===== src/rtl/sprite_line_sched_pkg.sv =====
// Shared types and constants for the sprite scanline scheduler.
package sprite_pkg;

    localparam int unsigned NUM_SPRITES       = 8;
    localparam int unsigned SPR_HEIGHT        = 16;
    localparam int unsigned SPR_BYTES_PER_ROW = 4;

    typedef enum logic [2:0] {
        IDLE,
        EVAL,
        FETCH,
        DRAIN,
        DONE
    } state_t;

    // One line-buffer slot: which sprite, its ROM number and the row to fetch
    typedef struct packed {
        logic [2:0] spr_idx;
        logic [5:0] num;
        logic [3:0] rowidx;
    } slot_t;

endpackage


===== src/rtl/sprite_line_sched_if.sv =====
// Sprite ROM read port and line-buffer write port of the scheduler.
interface sprite_line_sched_if;
    logic [11:0] rom_addr;
    logic [7:0]  rom_data;
    logic        lb_we;
    logic [1:0]  lb_slot;
    logic [1:0]  lb_byte;
    logic [2:0]  lb_sprite;
    logic [7:0]  lb_data;

    modport master (
        output rom_addr, lb_we, lb_slot, lb_byte, lb_sprite, lb_data,
        input  rom_data
    );

    modport slave (
        input  rom_addr, lb_we, lb_slot, lb_byte, lb_sprite, lb_data,
        output rom_data
    );
endinterface


===== src/rtl/sprite_line_sched_spr_row_hit.sv =====
// Combinational row test for one sprite: does it cover the row, and which
// of its 16 rows (after vertical flip) must be fetched.
module spr_row_hit
    import sprite_pkg::*;
(
    input  logic [8:0] row_i,
    input  logic [7:0] y_i,
    input  logic       yflip_i,
    input  logic       flip_i,
    output logic       hit_o,
    output logic [3:0] rowidx_o
);

    logic [7:0] d;
    logic       in_range;

    // Row offset wraps mod 256; rows outside 16..271 never show sprites
    always_comb begin
        d        = row_i[7:0] - y_i;
        in_range = (row_i >= 9'd16) && (row_i <= 9'd271);
        hit_o    = in_range && (d < 8'(SPR_HEIGHT));
        rowidx_o = (yflip_i ^ flip_i) ? (4'(SPR_HEIGHT - 1) - d[3:0]) : d[3:0];
    end

endmodule


===== src/rtl/sprite_line_sched.sv =====
// Sprite scanline scheduler: during horizontal blank, scans NUM_SPR sprite
// attribute sets for the next row, keeps the first MAX_PER_LINE hits and
// copies their 4-byte rows from sprite ROM into the line buffer.
// Optional feature: define SPRITE_OVF_FLAG_EN to build the overflow flag.
module sprite_line_sched
    import sprite_pkg::*;
#(
    parameter int unsigned NUM_SPR      = NUM_SPRITES,
    parameter int unsigned MAX_PER_LINE = 4
) (
    input  logic                       clk,
    input  logic                       rst_n,
    input  logic                       line_start,
    input  logic [8:0]                 next_row,
    input  logic                       flip_bit,
    input  logic [NUM_SPR-1:0][7:0]    spr_y,
    input  logic [NUM_SPR-1:0][5:0]    spr_num,
    input  logic [NUM_SPR-1:0]         spr_yflip,
    sprite_line_sched_if.master        bus,
    output logic                       busy,
    output logic                       done,
    output logic [2:0]                 lb_count,
    output logic                       spr_ovf
);

    localparam int unsigned IDXW = (NUM_SPR > 1) ? $clog2(NUM_SPR) : 1;

    state_t            state_q, state_d;
    logic [8:0]        row_q, row_d;
    logic [IDXW-1:0]   idx_q, idx_d;
    logic [2:0]        cnt_q, cnt_d;
    slot_t             slots_q [MAX_PER_LINE];
    slot_t             slots_d [MAX_PER_LINE];
    logic [1:0]        fslot_q, fslot_d;
    logic [1:0]        fbyte_q, fbyte_d;
    logic              lb_we_q, lb_we_d;
    logic [1:0]        lb_slot_q, lb_slot_d;
    logic [1:0]        lb_byte_q, lb_byte_d;
    logic [2:0]        lb_spr_q, lb_spr_d;
`ifdef SPRITE_OVF_FLAG_EN
    logic              ovf_q, ovf_d;
`endif

    logic              hit;
    logic [3:0]        rowidx;
    slot_t             cur;

    spr_row_hit u_row_hit (
        .row_i    (row_q),
        .y_i      (spr_y[idx_q]),
        .yflip_i  (spr_yflip[idx_q]),
        .flip_i   (flip_bit),
        .hit_o    (hit),
        .rowidx_o (rowidx)
    );

    // Next-state and datapath updates; line_start overrides every state
    always_comb begin
        state_d   = state_q;
        row_d     = row_q;
        idx_d     = idx_q;
        cnt_d     = cnt_q;
        slots_d   = slots_q;
        fslot_d   = fslot_q;
        fbyte_d   = fbyte_q;
        cur       = slots_q[fslot_q];
        lb_we_d   = 1'b0;
        lb_slot_d = fslot_q;
        lb_byte_d = fbyte_q;
        lb_spr_d  = cur.spr_idx;
`ifdef SPRITE_OVF_FLAG_EN
        ovf_d     = ovf_q;
`endif

        if (line_start) begin
            state_d = EVAL;
            row_d   = next_row;
            idx_d   = '0;
            cnt_d   = '0;
            fslot_d = '0;
            fbyte_d = '0;
`ifdef SPRITE_OVF_FLAG_EN
            ovf_d   = 1'b0;
`endif
        end else begin
            unique case (state_q)
                IDLE: ;
                EVAL: begin
                    if (hit) begin
                        if (cnt_q < 3'(MAX_PER_LINE)) begin
                            slots_d[cnt_q[1:0]] = '{spr_idx: 3'(idx_q),
                                                    num:     spr_num[idx_q],
                                                    rowidx:  rowidx};
                            cnt_d = cnt_q + 3'd1;
                        end
`ifdef SPRITE_OVF_FLAG_EN
                        else begin
                            ovf_d = 1'b1;
                        end
`endif
                    end
                    if (idx_q == IDXW'(NUM_SPR - 1)) begin
                        state_d = (cnt_d == 3'd0) ? DONE : FETCH;
                    end else begin
                        idx_d = idx_q + 1'b1;
                    end
                end
                FETCH: begin
                    lb_we_d = 1'b1;
                    if (fbyte_q == 2'(SPR_BYTES_PER_ROW - 1)) begin
                        fbyte_d = '0;
                        if ((3'(fslot_q) + 3'd1) == cnt_q) begin
                            state_d = DRAIN;
                        end else begin
                            fslot_d = fslot_q + 2'd1;
                        end
                    end else begin
                        fbyte_d = fbyte_q + 2'd1;
                    end
                end
                DRAIN:   state_d = DONE;
                DONE:    state_d = IDLE;
                default: state_d = IDLE;
            endcase
        end
    end

    // State and datapath registers
    always_ff @(posedge clk or negedge rst_n) begin
        if (!rst_n) begin
            state_q   <= IDLE;
            row_q     <= '0;
            idx_q     <= '0;
            cnt_q     <= '0;
            fslot_q   <= '0;
            fbyte_q   <= '0;
            lb_we_q   <= 1'b0;
            lb_slot_q <= '0;
            lb_byte_q <= '0;
            lb_spr_q  <= '0;
            for (int unsigned i = 0; i < MAX_PER_LINE; i++) begin
                slots_q[i] <= '0;
            end
        end else begin
            state_q   <= state_d;
            row_q     <= row_d;
            idx_q     <= idx_d;
            cnt_q     <= cnt_d;
            fslot_q   <= fslot_d;
            fbyte_q   <= fbyte_d;
            lb_we_q   <= lb_we_d;
            lb_slot_q <= lb_slot_d;
            lb_byte_q <= lb_byte_d;
            lb_spr_q  <= lb_spr_d;
            slots_q   <= slots_d;
        end
    end

`ifdef SPRITE_OVF_FLAG_EN
    // Sticky overflow flag, cleared only by line_start or reset
    always_ff @(posedge clk or negedge rst_n) begin
        if (!rst_n) begin
            ovf_q <= 1'b0;
        end else begin
            ovf_q <= ovf_d;
        end
    end
    assign spr_ovf = ovf_q;
`else
    assign spr_ovf = 1'b0;
`endif

    // ROM address only driven while fetching; write data is the ROM reply
    always_comb begin
        bus.rom_addr  = (state_q == FETCH) ? {cur.num, cur.rowidx, fbyte_q} : '0;
        bus.lb_we     = lb_we_q;
        bus.lb_slot   = lb_slot_q;
        bus.lb_byte   = lb_byte_q;
        bus.lb_sprite = lb_spr_q;
        bus.lb_data   = lb_we_q ? bus.rom_data : '0;
        busy          = (state_q == EVAL) || (state_q == FETCH) || (state_q == DRAIN);
        done          = (state_q == DONE);
        lb_count      = cnt_q;
    end

endmodule


===== src/flat_wrapper.sv =====
// flat-port wrapper written by rule: the top's interface ports become plain ports
module sprite_line_sched_flat import sprite_pkg::*;
#(
    parameter int unsigned NUM_SPR      = NUM_SPRITES,
    parameter int unsigned MAX_PER_LINE = 4
)
  (clk, rst_n, line_start, next_row, flip_bit, spr_y, spr_num, spr_yflip, busy, done, lb_count, spr_ovf, bus_rom_addr, bus_lb_we, bus_lb_slot, bus_lb_byte, bus_lb_sprite, bus_lb_data, bus_rom_data);
  sprite_line_sched_if bus_i ();
  input  logic clk;
  input  logic rst_n;
  input  logic line_start;
  input  logic [8:0] next_row;
  input  logic flip_bit;
  input  logic [NUM_SPR-1:0][7:0] spr_y;
  input  logic [NUM_SPR-1:0][5:0] spr_num;
  input  logic [NUM_SPR-1:0] spr_yflip;
  output logic busy;
  output logic done;
  output logic [2:0] lb_count;
  output logic spr_ovf;
  output wire logic [$bits(bus_i.rom_addr)-1:0] bus_rom_addr;
  output wire logic [$bits(bus_i.lb_we)-1:0] bus_lb_we;
  output wire logic [$bits(bus_i.lb_slot)-1:0] bus_lb_slot;
  output wire logic [$bits(bus_i.lb_byte)-1:0] bus_lb_byte;
  output wire logic [$bits(bus_i.lb_sprite)-1:0] bus_lb_sprite;
  output wire logic [$bits(bus_i.lb_data)-1:0] bus_lb_data;
  input wire logic [$bits(bus_i.rom_data)-1:0] bus_rom_data;
  assign bus_rom_addr = bus_i.rom_addr;
  assign bus_lb_we = bus_i.lb_we;
  assign bus_lb_slot = bus_i.lb_slot;
  assign bus_lb_byte = bus_i.lb_byte;
  assign bus_lb_sprite = bus_i.lb_sprite;
  assign bus_lb_data = bus_i.lb_data;
  assign bus_i.rom_data = bus_rom_data;
  sprite_line_sched #(.NUM_SPR(NUM_SPR), .MAX_PER_LINE(MAX_PER_LINE)) u_core (.clk(clk), .rst_n(rst_n), .line_start(line_start), .next_row(next_row), .flip_bit(flip_bit), .spr_y(spr_y), .spr_num(spr_num), .spr_yflip(spr_yflip), .bus(bus_i), .busy(busy), .done(done), .lb_count(lb_count), .spr_ovf(spr_ovf));
endmodule

===== config.mk =====
export PLATFORM = sky130hd
export DESIGN_NAME = sprite_line_sched_flat
export DESIGN_NICKNAME = d
export VERILOG_FILES = /design/src/rtl/sprite_line_sched_pkg.sv /design/src/rtl/sprite_line_sched_if.sv /design/src/rtl/sprite_line_sched_spr_row_hit.sv /design/src/rtl/sprite_line_sched.sv /design/src/flat_wrapper.sv
export SDC_FILE = /design/constraint.sdc
export NUM_CORES = 1
export LEC_CHECK = 0
export CORE_UTILIZATION = 51
export DETAILED_ROUTE_END_ITERATION = 10
export DONT_BUFFER_PORTS = 1
export GPL_TIMING_DRIVEN = 0
export HOLD_SLACK_MARGIN = 0.03
export PLACE_DENSITY = 0.62
export SYNTH_ARGS = -nofsm -noshare
export SYNTH_HDL_FRONTEND = slang
export SYNTH_HIERARCHICAL = 1
export SYNTH_SLANG_ARGS = --single-unit

===== constraint.sdc =====
create_clock -name clk -period 4.6 [get_ports clk]
set_input_delay 0.69 -clock clk [delete_from_list [all_inputs] [get_ports clk]]
set_output_delay 0.69 -clock clk [all_outputs]
set_load 0.05 [all_outputs]

==> Word level (Yosys, flattened, before mapping) <==
Index checks and enable logic that the tools add are counted.
{ "totals": {"out_inout_bits": 34, "latch_bits": 0, "mem_bits_ro": 0, "in_bits": 141, "mem_bits_rw": 0, "regBits": 82, "n_memories": 0, "elab_cells": 107} }
{ "op_classes": {"eq_ne": 13, "shifts": 0, "multipliers": 0, "reduce_logical": 14, "bitwise": 4, "n_addsub": 7, "n_mux": 39, "magnitude_cmp": 8, "div": 0} }
{ "op_table": {"columns": ["cell", "n"], "rows": [
  ["bitwise mux 52 bit", 1],
  ["2-to-1 mux 3 bit", 14],
  ["2-to-1 mux 13 bit", 3],
  ["binary-select mux 13 bit (select 2 bit)", 1],
  ["demux 13 bit (select 2 bit)", 1],
  ["binary-select mux 8 bit (select 3 bit)", 1],
  ["binary-select mux 6 bit (select 3 bit)", 1],
  ["2-to-1 mux 8 bit", 2],
  ["2-to-1 mux 2 bit", 7],
  ["2-to-1 mux 12 bit", 1],
  ["one-hot mux 3 bit (4 select lines)", 1],
  [">= comparator 9 x 5 -> 1 bit, second input constant", 1],
  ["<= comparator 9 bit, second input constant", 1],
  ["inequality test 3 x 2 -> 1 bit, second input constant", 3],
  ["< comparator 8 x 5 -> 1 bit, second input constant", 1],
  ["AND reduction 4 bit", 2],
  ["subtractor 8 bit", 1],
  ["adder 3 x 1 -> 3 bit, second input constant", 2],
  ["equality test 3 x 2 -> 1 bit, second input constant", 2],
  ["equality test 3 bit, second input constant", 2],
  [">= comparator 3 bit, second input constant", 2],
  ["logical NOT 3 bit", 2],
  ["2-to-1 mux 6 bit", 1],
  ["inequality test 2 bit, second input constant", 3],
  ["20 further kinds", 29]
]} }

==> Logic depth before layout (Yosys ltp) <==
Gate-level depths: netlist of the first run.
{ "depth": {"depth_word": 13, "ltp_mapped": 17, "ltp_nobuf": 13} }

==> By module <==
The synthesis of the first run kept the hierarchy.
{ "modules_own_cells": {"columns": ["mod", "area_per_inst_um2", "n_inst", "cells_per_inst", "seq_area_each_um2"], "rows": [
  ["sprite_line_sched", 4692.0, 1, 308, 2052.0],
  ["spr_row_hit", 391.6, 1, 51, 0.0]
]} }

==> Least setup slack after synthesis of the first run <==
No wires, ideal clock.
{ "synth_path": {"path_type": "register to register", "startpoint": "register u_core.idx_q[2]", "endpoint": "register u_core/slots_q[10] (netlist name)", "arrival_time_ns": 4.031, "required_time_ns": 4.475, "stages_incl_launch_ff": 16, "setup_slack_ns": 0.445, "setup_time_ns": 0.125, "n_path_buf": 4, "synth_period_minus_slack_ns": 4.155, "path_cell_list": "dfrtp_1 buf_2 buf_1 clkbuf_1 mux2_2 inv_1 ha_1 a2111o_1 o22ai_2 xnor2_1 nor4_1 nand4bb_1 nor3_1 and2_1 buf_4 mux2_2"} }
{ "synth_between": {"elab_chain_cells": 6} }
{ "synth_lines": {"columns": ["element", "line", "text"], "rows": [
  ["from (decl)", "sprite_line_sched.sv:30", "logic [IDXW-1:0] idx_q, idx_d;"],
  ["from (signal assigned)", "sprite_line_sched.sv:147", "idx_q <= idx_d;"],
  ["binary-select mux 8 bit (select 3 bit)", "sprite_line_sched.sv:50", ".y_i (spr_y[idx_q]),"],
  ["2-to-1 mux 8 bit (implied by the code)", "sprite_line_sched.sv:50", null],
  ["subtractor 8 bit", "sprite_line_sched_spr_row_hit.sv:19", "d = row_i[7:0] - y_i;"],
  ["< comparator 8 x 5 -> 1 bit", "sprite_line_sched_spr_row_hit.sv:21", "hit_o = in_range && (d < 8'(SPR_HEIGHT));"],
  ["logical AND 1 bit", "sprite_line_sched_spr_row_hit.sv:21", null],
  ["named net u_core.hit", "sprite_line_sched.sv:44", "logic hit;"],
  ["AND reduction 4 bit (no line)", null, null],
  ["to (signal assigned)", "sprite_line_sched.sv:155", "slots_q <= slots_d;"],
  ["to (decl)", "sprite_line_sched.sv:32", "slot_t slots_q [MAX_PER_LINE];"]
]} }
The timed path passes the listed nets, and every way through them passes these cells. The select of a mux whose other input is x is not followed.
A chain may end at the register's enable or synchronous reset.

==> Worst setup path in the final report of the first run <==
{ "layout_path": {"startpoint": "register u_core.idx_q[1]", "endpoint": "register u_core/slots_q[49] (netlist name)"} }
The elaborated chain is that of the path after synthesis.

==> results of run 1 <==
[cells in the final DEF, fill, tap and decap left out, types with 3 or more instances in the layout]
cell / netlist / routed
a21oi_1: 9 / 9
and2_1: 25 / 22
and2_2: 0 / 3
buf_2: 6 / 3
buf_4: 5 / 6
clkbuf_1: 7 / 5
clkbuf_4: 0 / 4
clkbuf_8: 0 / 9
clkinv_2: 0 / 3
dfrtp_1: 82 / 82
ha_1: 16 / 16
inv_1: 11 / 11
mux2_2: 51 / 51
mux2_4: 25 / 25
mux2i_1: 4 / 4
mux4_1: 6 / 6
mux4_2: 37 / 37
nand2_1: 5 / 5
nand2b_1: 3 / 3
nor2_1: 18 / 18
nor3_1: 6 / 5
xnor2_1: 12 / 12
xor2_1: 5 / 5
[synthesized netlist by cell type (2+ instances only)]
cell type  count  area (sq um)
buf_4          5          37.5
mux4_1         6           158
mux2_2        51           574
a21oi_1        9          45.0
and2_1        25           156
buf_2          6          30.0
mux2i_1        4          40.0
nand2_1        5          18.8
nor4_1         2          12.5
nor3_1         6          30.0
clkbuf_1       7          26.3
nor2_1        18          67.6
nor2b_1        2          12.5
mux2_4        25           375
xor2_1         5          43.8
nand2b_1       3          18.8
xnor2_1       12           105
inv_1         11          41.3
mux4_2        37           833
nor3b_1        2          15.0
nand4bb_1      2          22.5
ha_1          16           200
dfrtp_1       82          2050
[critical path, stage by stage, from the launching register on]
cell and delay, ns:
dfrtp_1 0.37, buf_6 0.17, buf_12 0.15, clkbuf_4 0.22, mux4_2 0.32, mux2_2 0.28
inv_1 0.05, ha_1 0.28, a2111o_1 0.41, o22ai_2 0.16, xnor2_1 0.11, nor4_4 0.30
nand4bb_1 0.23, nor3_4 0.29, and2_2 0.26, buf_4 0.24, mux2_2 0.36
[final cells by class]
type	count	area (sq um)
Antenna cell	1	2.50
Buffer	20	141
Clock buffer	9	124
Clock inverter	7	68.8
Fill cell	833	4200
Inverter	11	41.3
Multi-Input combinational cell	245	2890
Sequential cell	82	2050
Tap cell	133	166
Timing Repair Buffer	3	42.5
[per-layer routing]
layer	routed length (um)	GRT usage, %	vias to the layer above
li1	-	-	1367
met1	4750	29.6	1512
met2	5750	37.7	107
met3	474	3.49	11
met4	137	9.23	0
met5	0	0	-
[power by group]
part | switching, mW | total, mW | internal [mW] | leakage [nW]
clock network | 0.268 | 0.518 | 0.250 | 0.0954
logic | 0.289 | 0.640 | 0.351 | 1.24
registers | 0.0808 | 0.882 | 0.801 | 1.10
[state kept, by name, summed over array words and instances (netlist names)]
| signal | count |
|---|---|
| u_core/slots_q | 52 |
| u_core/row_q | 9 |
| u_core/bus.lb_sprite | 3 |
| u_core/idx_q | 3 |
| u_core/lb_count | 3 |
| u_core/state_q | 3 |
| u_core/bus.lb_byte | 2 |
| u_core/bus.lb_slot | 2 |
| u_core/fbyte_q | 2 |
| u_core/fslot_q | 2 |
| u_core/bus.lb_we | 1 |
[cell families (layout without fill, tap and decap cells)]
family / after synthesis / in the layout / synth area share (%)
AOI/OAI and AO/OA: 20 / 20 / 2.73
adders and majority gates: 17 / 17 / 4.33
xor gates and xnor gates: 17 / 17 / 2.93
other: 1 / 2 / 0.0738
buffers and inverters: 32 / 50 / 3.35
and+or+nand+nor: 67 / 67 / 7.26
muxes: 123 / 123 / 39.0
DFF: 82 / 82 / 40.4
[stage by stage]
| step | area [sq um] | hold WS (ns) | util, % |
|---|---|---|---|
| after floorplan | 5080 | 0.375 | - |
| after global placement | 5250 | 0.397 | 54.0 |
| after detailed placement | 5250 | 0.397 | 54.0 |
| after CTS | 5480 | 0.236 | 56.3 |
| after global routing | 5530 | 0.246 | 56.8 |
| final | 5530 | 0.226 | 56.8 |
[final timing paths]
path | slack (ns) | from | to | cells after the start
setup / recovery | 0.26 | u_core/idx_q[1] | u_core/slots_q[49] | 16
max in group asynchronous | 4.05 | rst_n | u_core/slots_q[7] | 1
min in group clk | 0.43 | u_core/fslot_q[0] | u_core/bus.lb_slot[0] | 0
hold / removal | 0.23 | rst_n | u_core/state_q[1] | 1
setup reg to reg | 0.26 | u_core/idx_q[1] | u_core/slots_q[49] | 16
hold reg to reg | 0.43 | u_core/fslot_q[0] | u_core/bus.lb_slot[0] | 0
[repair_timing]
action / in CTS / in global routing
hold endpoints to repair: 82 / 0
pin swaps: 1 / 3
resized for setup: 3 / 13
endpoints found under the setup margin: 52 / 40
hold buffers: 1 / 0
setup buffers: 0 / 2
==> run_results.csv, run 1 <==
group,metric,value,unit
grt,grt_start_max_net_pins,83,
cts,cts_buffers,9,
pwr,ir_drop,0.143,mV
routing,routed_wl,11.1,mm
setup_path,crit_arrival,4.58,ns
pwr,cellPowerDensity,369,nW/um^2
synth,syn_area,5080,sq um
cells_and_area,nets,530,
synth,ys_warn_count,6,
pwr,p_total,2.04,mW
routing,wl_per_cell,21.7,um
floorplan,start_util,52.3,%
routing,final_antenna_net_count,0,
setup_path,path_class,"flop to flop",
placed_design,globalplace.congestion,0.862,
job,cap_violations,0,
floorplan,ioPinCount,175,
synth,ys_ff_latch,82,
cells_and_area,fin_cells,511,
synth,syn_nets,517,
sta,setup_violations,0,
placed_design,placed_cells,492,
cts,cts.clk_slew.worst_paths,0.09,ns
sta,rsz0062_at_grt,"no",
placed_design,dp_slack,-0.597,ns
sta,post-route-min-period,4.34,ns
sta,fin_tns_setup,0,ns
setup_path,start_kind,"flop",
grt,grt_overflow,0,
setup_path,worst-path-max-fanout,10,
cts,h-tree-depth,3,
floorplan,die_h,102,um
floorplan,rows,36,
synth,ys_seq_area_share,40.4,%
cells_and_area,drive_gt1_share,41.1,%
cts,cts_tree,"built",
synth,syn_area_per_cell,14.2,sq um
pwr,leakage,2.44,nW
routing,drc,0,
synth,synth-edff-count,0,
routing,dr.pass1.iters,4,
sta,skew,0.00821,ns
setup_path,required,4.84,ns
sta,finalCritPeriodShare,94.3,%
routing,vias,2997,
sta,fin_ws,0.262,ns
grt,grt_pass1_vias,3112,
cells_and_area,syn_to_final_growth,8.79,%
synth,ys.flop_type,"dfrtp_1",
synth,synthArstFlopShare,100,%
cts,cts-root-buf,"clkbuf_8",
status,outcome,"complete, no violations",
setup_path,cp-end-kind,"flop",
grt,grt_first_pass_wirelength,16.8,mm
placed_design,dp_hpwl,8.51,mm
floorplan,die_w,102,um
grt,gr-usage-all-layers,22.5,%
sta,worst_pin_slew,0.876,ns
floorplan,core-area,9730,sq um
grt,antenna_found_initial,1,
routing,first_iter_violations,92,
sta,drv_slew,0,
sta,timing.fmax,231,MHz
floorplan,die_area,10400,sq um
routing,viasPerCell,5.86,
sta,hold_viol_final,0,
synth,syn_inst,359,
cts,clk_latency,0.36,ns
synth,synth.distinct_cells,41,
sta,slew_headroom,41.4,%
cts,clkSinkCount,82,
worst_hold_path,hp-class,"primary input to asynchronous set/reset pin",
cts,clk_path_buf_depth,2,
placed_design,port_buffers,0,
Power figures use the tool's default switching activity.
==> run 2: changes to the inputs <==
Settings changed: HOLD_SLACK_MARGIN 0.03 to 0.12.
==> results of run 2 <==
Same layout as run 1: the final DEF is identical, and so are final timing and power.
==> run 3: changes to the inputs <==
Settings changed: HOLD_SLACK_MARGIN 0.12 to not set, REMOVE_ABC_BUFFERS set to 1.
==> run 3 against run 2 <==
Compared with the run above:
- register-to-register slack better by 0.08 ns
- first-iteration DRC count down 9.8%
- largest power group unchanged
- non-clock buffer count shrank 17
- design area is 1.5% lower
- critical endpoint is now u_core/slots_q[24]
- hold slack worse by 0.20 ns
- sequential power up 3.5%
- sequential share of layout area increased by 0.71 points
- die area did not move
- total power fell by 3.5%
- clock power fell by 6.2%
==> run_results.csv, run 3 (synthesized netlist as in run 1, its figures left out) <==
group,metric,value,unit
placed_design,dp_hpwl,6.92,mm
setup_path,required,4.83,ns
sta,rsz0062_at_grt,"no",
routing,drc,0,
cts,cts-root-buf,"clkbuf_8",
status,outcome,"complete, no violations",
floorplan,rows,36,
cts,clkSinkCount,82,
setup_path,path_class,"flop to flop",
sta,timing.fmax,235,MHz
cells_and_area,reg_top3,"u_core/slots_q (52), u_core/row_q (9)",
grt,antenna_found_initial,0,
setup_path,cp-end-kind,"flop",
sta,slew_headroom,29.9,%
floorplan,start_util,52.3,%
sta,setup_violations,0,
floorplan,die_area,10400,sq um
routing,wl_per_cell,21.3,um
cts,h-tree-depth,3,
sta,skew,0.0117,ns
grt,gr-usage-all-layers,20.3,%
sta,finalCritPeriodShare,92.6,%
sta,post-route-min-period,4.26,ns
sta,drv_slew,0,
cts,clk_latency,0.35,ns
cts,cts_buffers,9,
pwr,power_switching,0.601,mW
grt,grt_overflow,0,
cells_and_area,final_cell_area,5450,sq um
pwr,pwr-share-seq,46.4,%
floorplan,core-area,9730,sq um
placed_design,placed_area,5160,sq um
cells_and_area,n_fill_cell,814,
cts,clk_path_buf_depth,2,
sta,worst_pin_slew,1.05,ns
routing,dr.pass1.iters,4,
grt,grt_first_pass_wirelength,15.7,mm
cells_and_area,fin_cells,497,
pwr,cellPowerDensity,361,nW/um^2
routing,viasPerCell,5.98,
worst_hold_path,hp-class,"primary input to asynchronous set/reset pin",
placed_design,port_buffers,0,
cts,cts.clk_slew.worst_paths,0.09,ns
setup_path,rr_worst_depth,14,
job,cap_violations,0,
setup_path,worst-path-max-fanout,36,
pwr,pwr-share-clk,24.7,%
floorplan,die_w,102,um
cells_and_area,syn_to_final_growth,7.19,%
pwr,leakage,2.37,nW
setup_path,start_kind,"flop",
pwr,swShare,30.5,%
floorplan,ioPinCount,175,
cells_and_area,final_common_cell,"dfrtp_1",
cells_and_area,largest-register,"u_core/slots_q",
sta,fin_ws,0.342,ns
routing,vias,2974,
routing,final_antenna_net_count,0,
placed_design,placed_cells,473,
sta,hold_viol_final,0,
routing,first_iter_violations,83,
cells_and_area,nets,517,
cells_and_area,layout_common_cells,"dfrtp_1, mux2_2, mux4_2, mux2_4, and2_1",
placed_design,dp_slack,-0.541,ns
pwr,ir_drop,0.143,mV
grt,grt_pass1_vias,3069,
pwr,p_int,1.37,mW
cells_and_area,largest_reg_flops,52,
pwr,p_total,1.97,mW
cells_and_area,drive_gt1_share,41.2,%
grt,grt_start_max_net_pins,83,
cts,cts_tree,"built",
setup_path,crit_arrival,4.49,ns
routing,routed_wl,10.6,mm
cells_and_area,antenna_cells,0,
pwr,power_frac_comb,28.9,%
floorplan,die_h,102,um
placed_design,globalplace.congestion,0.743,
==> run 3: cell count changes in the layout (fill, tap and decap cells not counted), sizes merged <==
cell,previous run,this run
clkinvlp,2,1
bufinv,1,0
buf,13,5
clkbuf,19,12
clkinv,3,2
and2,25,29
dlygate4sd3,0,1
diode,1,0
==> run 3: metal layers <==
layer  wire [um]  global-route usage [%]
met3         613                    3.56
met5           0                       0
met4          75                    6.37
met2        5420                    34.8
met1        4480                    26.3
==> run 3: layout make-up <==
cell class	instances	area, sq um	share of cell area (%)
Timing Repair Buffer	6	63.8	1.17
Inverter	11	41.3	0.758
Multi-Input combinational cell	249	2940	53.9
Sequential cell	82	2060	37.8
Clock buffer	12	155	2.85
Clock inverter	4	26.3	0.482
Tap cell	133	166	3.05
==> run 3: metrics by stage <==
stage	utilization [%]	hold WS, ns	setup TNS, ns
2_1_floorplan	-	0.390	-10.30
3_3_place_gp	52.6	0.397	-67.84
3_5_place_dp	53.0	0.396	-24.78
4_1_cts	55.0	0.00793	-2.20
5_1_grt	56.0	0.000791	0
6_report	56.0	0.0295	0
==> run 3: critical path, stage by stage, from the launching register on <==
cell and delay, ns:
dfrtp_4 0.77, mux4_2 0.38, mux2_2 0.29, ha_1 0.19, fa_1 0.41, inv_1 0.07, a21o_1 0.11, a21oi_1 0.08
mux2i_1 0.16, nor4_4 0.35, nand4bb_1 0.24, nor3_4 0.22, buf_4 0.18, and2_2 0.30, mux2_2 0.36
==> run 3: final timing paths <==
| kind | startpoint | to | slack (ns) |
|---|---|---|---|
| hold / removal | rst_n | u_core/slots_q[43] | 0.03 |
| min in group clk | line_start | u_core/idx_q[1] | 0.39 |
| setup reg to reg | u_core/idx_q[1] | u_core/slots_q[24] | 0.34 |
| max in group asynchronous | rst_n | u_core/bus.lb_slot[1] | 3.86 |
| hold reg to reg | u_core/fbyte_q[1] | u_core/bus.lb_byte[1] | 0.44 |
| setup / recovery | u_core/idx_q[1] | u_core/slots_q[24] | 0.34 |
==> run 3: what timing repair did <==
| action | in CTS | in global routing |
|---|---|---|
| hold endpoints to repair | 0 | 3 |
| setup buffers | 0 | 3 |
| hold buffers | 0 | 1 |
| gates cloned | 0 | 4 |
| resized for setup | 6 | 11 |
| endpoints found under the setup margin | 52 | 52 |
| pin swaps | 0 | 6 |
==> run 3: power by group through the flow <==
stage	clock (mW)	combinational [mW]	sequential [mW]
global placement	0	0.513	0.934
floorplan	0	0.454	0.908
global route	0.535	0.618	0.926
CTS	0.502	0.544	0.918
detailed placement	0	0.537	0.932
finish	0.486	0.569	0.913
